==> config.mk <==
export PLATFORM = sky130hd
export DESIGN_NAME = wb_write_queue
export DESIGN_NICKNAME = d
export VERILOG_FILES = /design/src/rtl/wb_write_queue.sv
export SDC_FILE = /design/constraint.sdc
export NUM_CORES = 1
export LEC_CHECK = 0
export ABC_CLOCK_PERIOD_IN_PS = 8600
export BUFFER_PORTS_ARGS = -buffer_cell sky130_fd_sc_hd__buf_4
export CORE_UTILIZATION = 50
export CTS_CLUSTER_DIAMETER = 150
export DETAILED_ROUTE_END_ITERATION = 8
export PLACE_DENSITY = 0.71
export REMOVE_ABC_BUFFERS = 1
export SYNTH_ARGS = -nofsm -noshare
export SYNTH_HDL_FRONTEND = slang
export SYNTH_SLANG_ARGS = --single-unit
==> constraint.sdc <==
create_clock -name clk -period 8.6 [get_ports clk]
set_clock_uncertainty 0.05 [all_clocks]
set_input_delay 1.72 -clock clk [delete_from_list [all_inputs] [get_ports clk]]
set_output_delay 1.72 -clock clk [all_outputs]
set_load 0.01 [all_outputs]
==> src/rtl/wb_write_queue.sv <==
// Writeback queue in front of the 32x32 register file write port.
// Buffers writes in order, drains one per cycle, and offers decode a pending/forwarding view.
module wb_write_queue #(
   parameter int DEPTH = 4,
   parameter int AW    = 2
) (
   input  logic          clk,
   input  logic          reset,
   input  logic          wb_valid,
   output logic          wb_ready,
   input  logic [4:0]    wb_reg,
   input  logic [31:0]   wb_data,
   input  logic          drain_en,
   output logic          RegWrite,
   output logic [4:0]    WriteReg,
   output logic [31:0]   WriteData,
   input  logic [4:0]    chk_reg1,
   input  logic [4:0]    chk_reg2,
   output logic          pend1,
   output logic          pend2,
   output logic [31:0]   fwd_data1,
   output logic [31:0]   fwd_data2,
   output logic [AW:0]   count
);

   localparam logic [AW:0] FULL = (AW+1)'(DEPTH);

   logic [AW-1:0] head_q, head_d;
   logic [AW-1:0] tail_q, tail_d;
   logic [AW:0]   count_q, count_d;

   logic [4:0]    reg_mem  [DEPTH];
   logic [31:0]   data_mem [DEPTH];

   logic          enq;
   logic          deq;

   assign wb_ready = (count_q != FULL);
   // Writes to r0 complete the handshake but never occupy a slot.
   assign enq      = wb_valid && wb_ready && (wb_reg != 5'd0);
   assign deq      = drain_en && (count_q != '0);

   assign RegWrite  = deq;
   assign WriteReg  = (count_q != '0) ? reg_mem[head_q]  : 5'd0;
   assign WriteData = (count_q != '0) ? data_mem[head_q] : 32'd0;
   assign count     = count_q;

   always_comb begin
      head_d  = head_q;
      tail_d  = tail_q;
      count_d = count_q;
      if (deq) begin
         head_d = head_q + 1'b1;
      end
      if (enq) begin
         tail_d = tail_q + 1'b1;
      end
      if (enq && !deq) begin
         count_d = count_q + 1'b1;
      end else if (deq && !enq) begin
         count_d = count_q - 1'b1;
      end
   end

   always_ff @(posedge clk or posedge reset) begin
      if (reset) begin
         head_q  <= '0;
         tail_q  <= '0;
         count_q <= '0;
      end else begin
         head_q  <= head_d;
         tail_q  <= tail_d;
         count_q <= count_d;
      end
   end

   always_ff @(posedge clk) begin
      if (enq) begin
         reg_mem[tail_q]  <= wb_reg;
         data_mem[tail_q] <= wb_data;
      end
   end

   // Walk entries oldest to youngest so the last match is the newest value.
   always_comb begin
      logic [AW-1:0] idx;
      logic          live;
      idx       = '0;
      live      = 1'b0;
      pend1     = 1'b0;
      pend2     = 1'b0;
      fwd_data1 = 32'd0;
      fwd_data2 = 32'd0;
      for (int i = 0; i < DEPTH; i++) begin
         idx  = head_q + AW'(i);
         live = ((AW+1)'(i) < count_q);
         if (live && (chk_reg1 != 5'd0) && (reg_mem[idx] == chk_reg1)) begin
            pend1     = 1'b1;
            fwd_data1 = data_mem[idx];
         end
         if (live && (chk_reg2 != 5'd0) && (reg_mem[idx] == chk_reg2)) begin
            pend2     = 1'b1;
            fwd_data2 = data_mem[idx];
         end
      end
   end

endmodule

==> impl_results.md, run 1 <==
- Result of the run: complete, no violations
- Mux contribution to synthesized area: between 10% and 20%
- Post-Syn Area per Cell: between 9 and 10 um^2
- Final Max Slew Viols: 0
- IO buf count: roughly 160
- Pin count of the biggest net entering global routing: 80
- Via Count: approximately 10,000
- Worst Slack Setup Final: 1.71 ns
- Clock Sinks: ~160
- Max incr delay on CP: around 1.1 ns
- PD cells: 368 mW/mm^2
- Seq/Total Area, Yosys: about 38%
- Endpoints failing setup: 0
- Post-synth cell types: 58
- Crit. End Element: primary output
- Slew headroom: between 20% and 30%
- Multi-input logic area: 0.00697 mm^2
- Post-synth EDFFs: ~150
- Buf+Inv Stages, Crit Path: 3
- CTS tree: yes
- Min Clock Period, post-route: 6.89 ns
- Post-CTS resize count: 0
- Most frequent CP cell: buf_4
- Synth Area in XOR/XNOR: ~3.1%
- Dpl cell area: about 0.013 mm^2
- DRC violations left: 0
- Starting DRC count in detailed routing: 1,007
- FP Rows: 56
- Die ar.: 0.0251 mm^2
- CP required: between 6 and 7 ns
- Worst skew pair latency: 0.42 ns
- Met3 routed WL: 2450 um
- Commonest non-fill, non-tap cell in the layout: buf_4
- Final wirelength: approximately 35,000 um
- Hold Buf Count CTS: 0
- Die X: roughly 160 um
- Synth-to-layout area growth: 14.6%
- Vias/cell: around 6.2
- Crit path max-delay family: buffers and inverters
- Max Fclk: 145 MHz
- Area contributors post-synth: edfxtp_1 (36%), mux2i_1 (12%), o31ai_1 (5.3%)
- #FFs+latches synth: approximately 160
- Initial Utilization: 51.6%
- Fill cells: ~2,000
- Cell Area, Synth: 0.0123 mm^2
- Uppermost layer routed: met5
- Register area: ~0.0046 mm^2
- Vias in the first global route: slightly below 10,000
- YS warnings: 0
- GR Util All Layers: ~28%
- Worst-margin pin slew: around 1.1 ns
- Worst Setup Start Kind: flop
- Total grt overflow: 0
- Dpl hpwl: around 22,000 um
- Design Area, Final: around 0.014 mm^2
- CTS Buf Count: 17
- VDD IR max: 0.202 mV
- Compound-Gate Fraction of Synth Area: 17.8%
- Highest fanout seen on the critical path: 79
- Min-delay worst type: reg2reg
- Top Ports: 159
- ANT nets after route: 0
- Synth top area share: between 30% and 40%
- Predominant post-synthesis flop cell: edfxtp_1
- Synth Area in Simple Gates: between 10% and 20%
- Max-cap check violation count: 0
- Most frequent cells in the layout: buf_4 (179), nor2_1 (165), mux2i_1 (148), edfxtp_1 (148), nand2_1 (123)
- Initial antenna violation count: 1
- WS Path Type: reg2out
- Synth area leader: edfxtp_1
- Setup Buffers After CTS: 0
- Core ar.: 0.0238 mm^2
- CP arrival: just over 5 ns
- Die height: between 150 and 200 um
- Adder-cell share of the synthesized area: less than 1%
- Synth Instances: 1,277
- Global-route wire length before repair: roughly 53,000 um
- Cells along the critical path: mux4_2, xnor2_1, nand4_1, nor2_4, buf_4, buf_4, mux2i_1, mux2i_1, o31ai_1, buf_4
- M1 WL: roughly 14,000 um
- Final Power: 5.17 mW
- Post-synth ARST share: under 10%
- Hold-critical path depth: 2
- Dpl ws: a little over 2 ns
- Share of cells above drive strength 1: 22.7%
- Final RePlAce weighted congestion: about 0.92
- CTS root buf: clkbuf_16
- LEAKAGE: roughly 5.2 nW
- RSZ-0062 raised after global routing: no
- Max Buffers Root-to-Sink: 2
- CTS HTree Levels: 4
- Clock transition at path regs: approximately 0.060 ns
- Met2 WL: about 17,000 um
- Final hold vios: 0
- WP depth: 10
- Number of iterations in the first detailed-routing pass: 6
- NumNets Final: approximately 1,400
- Main combinational cell family by area after synthesis: multiplexers
- CP max-delay cell: dfrtp_4
- Routed wire length per instance: 20.6 um
- Fin crit share: ~80%
- R2R cell count: 7
-- layout make-up --
class / count / share of cell area (%)
timing repair buffer: 179 / 9.57
tap: 319 / 2.84
sequential: 155 / 33.0
antenna: 1 / 0.0178
clock inverter: 12 / 0.882
inverter: 38 / 1.02
multi-input combinational: 966 / 49.6
clock buffer: 20 / 3.11
-- worst reg2reg max path, stage by stage, from the launching register on --
cell and delay [ns]:
dfrtp_1 0.51, inv_1 0.15, ha_1 0.26, nand2_1 0.14
nand2_1 0.08, a21oi_1 0.42, and2_2 0.47, buf_4 0.50
-- path summary, 6_finish.rpt --
path / slack (ns) / start / end
worst min-delay path: 0.58 / tail_q[0]$_DFFE_PP0P_ / tail_q[0]$_DFFE_PP0P_
worst max register to register: 5.65 / count[1]$_DFFE_PP0P_ / data_mem[3][4]$_DFFE_PP_
worst max-delay path: 1.71 / head_q[1]$_DFFE_PP0P_ / fwd_data1[11]
min in group asynchronous: 1.18 / reset / tail_q[0]$_DFFE_PP0P_
max in group asynchronous: 7.06 / reset / head_q[0]$_DFFE_PP0P_
worst min register to register: 0.58 / tail_q[0]$_DFFE_PP0P_ / tail_q[0]$_DFFE_PP0P_
-- where the power goes --
part | switching (mW) | internal (mW) | leakage, nW | total (mW)
Clock | 0.299 | 0.425 | 0.268 | 0.724
Combinational | 1.86 | 1.35 | 3.51 | 3.21
Sequential | 0.230 | 1.00 | 1.44 | 1.23
-- metrics by stage --
step           setup TNS [ns]  utilization, %  hold WS (ns)  instances
2_1_floorplan         -287.60               -         0.530       1159
3_3_place_gp                0            56.7         0.566       1657
3_5_place_dp                0            56.7         0.574       1657
4_1_cts                     0            59.1         0.589       1689
5_1_grt                     0            59.1         0.624       1689
6_report                    0            59.1         0.582       1690
-- registers in the layout (all words and copies together), names as in the netlist --
signal / cells
tail_q: 2
reg_mem: 20
count: 3
head_q: 2
data_mem: 128
-- cells in the mapped netlist, drive strengths merged (2+ instances only) --
cell type and count:
nor2 167, edfxtp 148, mux2i 148, nand2 124, o31ai 86, clkbuf 66, nor2b 61, buf 52
o21ai 50, inv 38, mux2 37, o221ai 35, xnor2 34, a21oi 33, a31oi 31, a22oi 20
mux4 20, and3 19, a211oi 13, and2 13, o21a 10, ha 9, xor2 9, dfrtp 7
nand4 7, nor3 7, nand3 5, a221oi 3, nand2b 3, o211a 3, nor4 2, nor4b 2
o311ai 2, or3 2
-- metal layers --
metal | track usage, % | vias up
met1 | 36.4 | 5067
li1 | - | 4867
met2 | 45.9 | 472
met3 | 3.54 | 86
met4 | 13.0 | 2
met5 | 0 | -
-- cell families after synthesis --
group                    Yosys count
buffers and inverters            156
adder cells (fa/ha/maj)            9
multiplexers                     205
AND/OR/NAND/NOR                  417
AO/OA/AOI/OAI                    292
flip-flops                       155
XOR/XNOR                          43
(Power assumes the default switching activity.)
==> inputs of run 2 (changes only) <==
ABC_CLOCK_PERIOD_IN_PS = 5680   (was 8600)
PLACE_DENSITY = 0.73   (was 0.71)
clock period = 5.68 ns   (was 8.6 ns; I/O delays follow)
==> impl_results.md, run 2 (synthesized netlist as in run 1, its figures left out) <==
- Result of the run: complete, no violations (unchanged)
- Number of iterations in the first detailed-routing pass: 5 (was 6)
- Min Clock Period, post-route: around 5.3 ns
- Max Fclk: between 150 and 200 MHz
- Total grt overflow: 0 (unchanged)
- Core ar.: 0.0238 mm^2 (unchanged)
- CP required: 4.49 ns (was 6.83 ns)
- Final hold vios: 0 (unchanged)
- Reg-to-reg startpoint: count[0]$_DFFE_PP0P_ (was count[1]$_DFFE_PP0P_)
- Worst-margin pin slew: 1.03 ns (was 1.07 ns)
- Starting DRC count in detailed routing: 1,198 (was 1,007)
- Pin count of the biggest net entering global routing: 122 (was 80)
- Dpl cells: 1,664 (was 1,657)
- Die ar.: 0.0251 mm^2 (unchanged)
- Global-route wire length before repair: 54,500 um (was 53,000 um)
- Dpl hpwl: 22,400 um (was 22,000 um)
- Synth-to-layout area growth: 16.1% (was 14.6%)
- Final Max Slew Viols: 0 (unchanged)
- Final Power: 8.08 mW (was 5.17 mW)
- Endpoints failing setup: 0 (unchanged)
- Slew headroom: 31.2% (was 28.6%)
- ANT nets after route: 0 (unchanged)
- Share of cells above drive strength 1: 23.3% (was 22.7%)
- Final wirelength: 35,700 um (was 34,700 um)
- Vias in the first global route: 10,061 (was 9,868)
- Vias/cell: 6.23 (was 6.21)
- Finished Core Util: 59.9% (was 59.1%)
- CP arrival: 4.09 ns (was 5.12 ns)
- Cells along the critical path: mux4_2, xnor2_1, nand4_1, or2_0, a21oi_4, buf_4, o221ai_1, o221ai_1, buf_4 (was mux4_2, xnor2_1, nand4_1, nor2_4, buf_4, buf_4, mux2i_1, mux2i_1, o31ai_1, buf_4)
- Clock Sinks: 155 (unchanged)
- NumNets Final: 1,424 (was 1,417)
- Most frequent cells in the layout: buf_4 (183), nor2_1 (165), mux2i_1 (148), edfxtp_1 (148), nand2_1 (122) (was buf_4 (179), nor2_1 (165), mux2i_1 (148), edfxtp_1 (148), nand2_1 (123))
- Worst skew pair latency: 0.42 ns (about the same)
- Clock transition at path regs: 0.06 ns (about the same)
- Post-CTS resize count: 0 (unchanged)
- CP max-delay cell: dfrtp_4 (unchanged)
- CTS root buf: clkbuf_16 (unchanged)
- Worst Slack Setup Final: 0.403 ns (was 1.71 ns)
- Critical Path Start: head_q[0]$_DFFE_PP0P_ (was head_q[1]$_DFFE_PP0P_)
- Final setup TNS: 0 ns (unchanged)
- Setup Buffers After CTS: 0 (unchanged)
- Final RePlAce weighted congestion: 0.917 (was 0.922)
- IO buf count: 158 (unchanged)
- Crit. End Element: primary output (unchanged)
- Min-delay worst type: in2async (was reg2reg)
- FP Rows: 56 (unchanged)
- Dpl ws: 0.823 ns (was 2.01 ns)
- GR Util All Layers: 28.9% (was 27.8%)
- Via Count: 10,566 (was 10,494)
- Max reg flops: 128 (unchanged)
- Routed wire length per instance: 21.0 um (was 20.6 um)
- Initial Utilization: 51.6% (unchanged)
- VDD IR max: 0.375 mV (was 0.202 mV)
- Fill cells: 1,982 (was 2,038)
- Top Ports: 159 (unchanged)
- Die height: 159 um (unchanged)
- Hold Buf Count CTS: 0 (unchanged)
- CTS tree: yes (unchanged)
- DRC violations left: 0 (unchanged)
- Worst Setup Start Kind: flop (unchanged)
- Commonest non-fill, non-tap cell in the layout: buf_4 (unchanged)
- Max incr delay on CP: 0.75 ns (was 1.11 ns)
- Die X: 159 um (unchanged)
- LEAKAGE: 5.30 nW (was 5.21 nW)
- Largest Register: data_mem (unchanged)
- Max Buffers Root-to-Sink: 2 (unchanged)
- CTS Buf Count: 17 (unchanged)
- WS Path Type: reg2out (unchanged)
- PD cells: 568 mW/mm^2 (was 368 mW/mm^2)
- Fin cells: 1,697 (was 1,690)
- Max-cap check violation count: 0 (unchanged)
- RSZ-0062 raised after global routing: no (unchanged)
- Initial antenna violation count: 0 (was 1)
- Highest fanout seen on the critical path: 36 (was 79)
- CTS HTree Levels: 4 (unchanged)
- Fin crit share: ~93%
-- run 2: final timing paths --
check                                       endpoint  slack, ns  depth (start not counted)
min in group clk                count[1]$_DFFE_PP0P_       0.59                          2
setup / recovery                       fwd_data2[17]       0.40                          9
hold / removal                 tail_q[1]$_DFFE_PP0P_       0.59                          2
hold reg to reg                 count[1]$_DFFE_PP0P_       0.59                          2
setup reg to reg           data_mem[2][24]$_DFFE_PP_       2.61                          7
max in group asynchronous      head_q[0]$_DFFE_PP0P_       4.75                          2
-- run 2: critical path: cells and delay by family (launching register included) --
| family | cells | cell delay, ns |
|---|---|---|
| xor+xnor | 1 | 0.19 |
| simple gates | 2 | 0.63 |
| buf+inv | 2 | 0.45 |
| compound gates | 3 | 1.00 |
| mux | 1 | 0.62 |
| flops | 1 | 0.75 |
-- run 2: where the power goes --
| part | internal [mW] | leakage, nW | switching (mW) |
|---|---|---|---|
| Clock | 0.782 | 0.305 | 0.472 |
| Sequential | 1.52 | 1.44 | 0.274 |
| Combinational | 2.09 | 3.56 | 2.94 |
| Total | 4.39 | 5.30 | 3.69 |
-- run 2: layout make-up --
| type | instances | area, um^2 | share of cell area (%) |
|---|---|---|---|
| antenna | 1 | 2.50 | 0.0176 |
| inverter | 38 | 143 | 1.00 |
| clock buffer | 18 | 429 | 3.02 |
| multi-input combinational | 966 | 6970 | 49.0 |
| sequential | 155 | 4630 | 32.5 |
| tap | 319 | 399 | 2.81 |
| timing repair buffer | 186 | 1430 | 10.1 |
| clock inverter | 14 | 216 | 1.52 |
-- run 2: layer usage --
| metal | wire (um) | global-route usage [%] | up-vias |
|---|---|---|---|
| met4 | 1140 | 14.2 | 0 |
| li1 | - | - | 4889 |
| met2 | 17200 | 47.1 | 560 |
| met1 | 14500 | 38.0 | 5028 |
| met3 | 2900 | 3.51 | 89 |
| met5 | 0 | 0 | - |
-- run 2: through the flow --
step,hold slack (ns),area [um^2]
floorplan,0.530,11700
global placement,0.569,13600
detailed placement,0.570,13600
CTS,0.585,14200
global route,0.596,14200
finish,0.588,14200
==> inputs of run 3 (changes only) <==
ABC_CLOCK_PERIOD_IN_PS = default   (was 5680)
PLACE_DENSITY = 0.71   (was 0.73)
clock period = 4.9 ns   (was 5.68 ns; I/O delays follow)
==> impl_results.md, run 3 (synthesized netlist as in run 1, its figures left out) <==
- RSZ-0062 raised after global routing: no (unchanged)
- Clock transition at path regs: 0.06 ns (about the same)
- Max Buffers Root-to-Sink: 2 (unchanged)
- NumNets Final: 1,433 (was 1,424)
- Worst-margin pin slew: 1.15 ns (was 1.03 ns)
- Global-route wire length before repair: 53,800 um (was 54,500 um)
- Largest Register: data_mem (unchanged)
- Synth-to-layout area growth: 16.6% (was 16.1%)
- DRC violations left: 0 (unchanged)
- CTS root buf: clkbuf_16 (unchanged)
- Final hold vios: 0 (unchanged)
- Worst Slack Setup Final: 0.162 ns (was 0.403 ns)
- Worst skew pair latency: 0.42 ns (about the same)
- Endpoints failing setup: 0 (unchanged)
- Dpl ws: 0.448 ns (was 0.823 ns)
- CTS HTree Levels: 4 (unchanged)
- Diode count: 0 (was 1)
- Initial antenna violation count: 1 (was 0)
- Min-delay worst type: in2async (unchanged)
- Share of cells above drive strength 1: 23.7% (was 23.3%)
- Result of the run: complete, no violations (unchanged)
- Number of iterations in the first detailed-routing pass: 5 (unchanged)
- Min Clock Period, post-route: ~4.7 ns
- Dpl cell area: 0.0136 mm^2 (about the same)
- Initial Utilization: 51.6% (unchanged)
- Final Max Slew Viols: 0 (unchanged)
- LEAKAGE: 5.34 nW (was 5.30 nW)
- Routed wire length per instance: 21.1 um (was 21.0 um)
- Commonest non-fill, non-tap cell in the layout: buf_4 (unchanged)
- Via Count: 10,598 (was 10,566)
- Most frequent cells in the layout: buf_4 (187), nor2_1 (165), mux2i_1 (148), edfxtp_1 (148), nand2_1 (123) (was buf_4 (183), nor2_1 (165), mux2i_1 (148), edfxtp_1 (148), nand2_1 (122))
- Dpl cells: 1,664 (unchanged)
- Crit. End Element: primary output (unchanged)
- Pin count of the biggest net entering global routing: 167 (was 122)
- CP required: 3.87 ns (was 4.49 ns)
- Die X: 159 um (unchanged)
- Slew headroom: 23.2% (was 31.2%)
- Fin cells: 1,704 (was 1,697)
- Final RePlAce weighted congestion: 0.894 (was 0.917)
- Design Area, Final: 0.0143 mm^2 (was 0.0142 mm^2)
- FP Rows: 56 (unchanged)
- PD cells: 652 mW/mm^2 (was 568 mW/mm^2)
- Max-cap check violation count: 0 (unchanged)
- CTS tree: yes (unchanged)
- IO buf count: 158 (unchanged)
- Max reg flops: 128 (unchanged)
- Final wirelength: 35,900 um (was 35,700 um)
- Max Fclk: 211 MHz
- Starting DRC count in detailed routing: 1,263 (was 1,198)
- Core ar.: 0.0238 mm^2 (unchanged)
- Die ar.: 0.0251 mm^2 (unchanged)
- VDD IR max: 0.447 mV (was 0.375 mV)
- Vias in the first global route: 9,915 (was 10,061)
- Total grt overflow: 0 (unchanged)
- Fin crit share: around 97%
- Clock Sinks: 155 (unchanged)
- CP arrival: 3.71 ns (was 4.09 ns)
- Highest fanout seen on the critical path: 14 (was 36)
- R2R Setup Slk: 1.77 ns (was 2.61 ns)
- Top Ports: 159 (unchanged)
- Hold slack: 0.444 ns (was 0.588 ns)
- ANT nets after route: 0 (unchanged)
- WS Path Type: reg2out (unchanged)
- Vias/cell: 6.22 (was 6.23)
- Dpl hpwl: 22,100 um (was 22,400 um)
- GR Util All Layers: 28.3% (was 28.9%)
- CTS Buf Count: 17 (unchanged)
- Hold Buf Count CTS: 0 (unchanged)
- Die height: 159 um (unchanged)
- Worst Setup Start Kind: flop (unchanged)
-- run 3: cell count changes in the layout (fill, tap and decap cells not counted), sizes merged --
| cell | before | now |
|---|---|---|
| clkinv | 3 | 4 |
| buf | 186 | 194 |
| clkinvlp | 3 | 0 |
| clkbuf | 18 | 24 |
| diode | 1 | 0 |
| inv | 41 | 38 |
| bufinv | 5 | 4 |
-- run 3: cell type report --
type | instances | area [um^2]
tap | 319 | 399
sequential | 155 | 4630
fill | 2012 | 9460
clock buffer | 23 | 448
clock inverter | 8 | 144
timing repair buffer | 195 | 1540
multi-input combinational | 966 | 6990
inverter | 38 | 143
-- run 3: what timing repair did --
| action | in CTS | in global routing |
|---|---|---|
| gates resized for setup | 1 | 8 |
| setup buffers | 0 | 8 |
| setup endpoints to repair | 1 | 51 |
| pin swaps | 0 | 3 |
| endpoints found under the hold margin | 0 | 0 |
| cloned | 0 | 1 |
-- run 3: report_power, final --
group          switching [mW]  total (mW)  internal, mW
combinational            3.48        5.95          2.47
clock                   0.509        1.36         0.848
sequential              0.240        2.00          1.76
-- run 3: final timing paths --
kind                                        endpoint  cells past startpoint                  start
min in group clk               tail_q[0]$_DFFE_PP0P_                      2  tail_q[0]$_DFFE_PP0P_
hold / removal                 tail_q[0]$_DFFE_PP0P_                      2                  reset
setup reg to reg           data_mem[0][19]$_DFFE_PP_                      7   count[0]$_DFFE_PP0P_
hold reg to reg                tail_q[0]$_DFFE_PP0P_                      2  tail_q[0]$_DFFE_PP0P_
setup / recovery                       fwd_data1[29]                     11  head_q[0]$_DFFE_PP0P_
max in group asynchronous      head_q[1]$_DFFE_PP0P_                      2                  reset
-- run 3: worst max-delay path, stage by stage (launching register included) --
cell     delay (ns)
dfrtp_4        0.56
buf_4          0.22
buf_6          0.17
inv_2          0.10
mux2_2         0.36
mux2i_1        0.14
nor3_2         0.21
nor2_1         0.08
or3b_2         0.61
buf_4          0.25
o31ai_1        0.39
buf_4          0.19
-- run 3: metal layers --
metal  GRT usage [%]  up-vias  share of wire, %
met5               0        -             0.036
met4            10.7        2               2.7
met3            4.74       93               8.0
met2            46.6      527                48
met1            37.3     5060                42
li1                -     4916                 -
-- run 3: per-stage QoR --
step / util (%) / TNS [ns] / total power [mW]
after global routing: 60.2 / 0 / 9.87
after floorplan: - / -583.31 / 6.17
final: 60.2 / 0 / 9.31
after CTS: 59.7 / 0 / 9.18
after detailed placement: 57.2 / 0 / 7.82
after global placement: 57.2 / 0 / 7.72
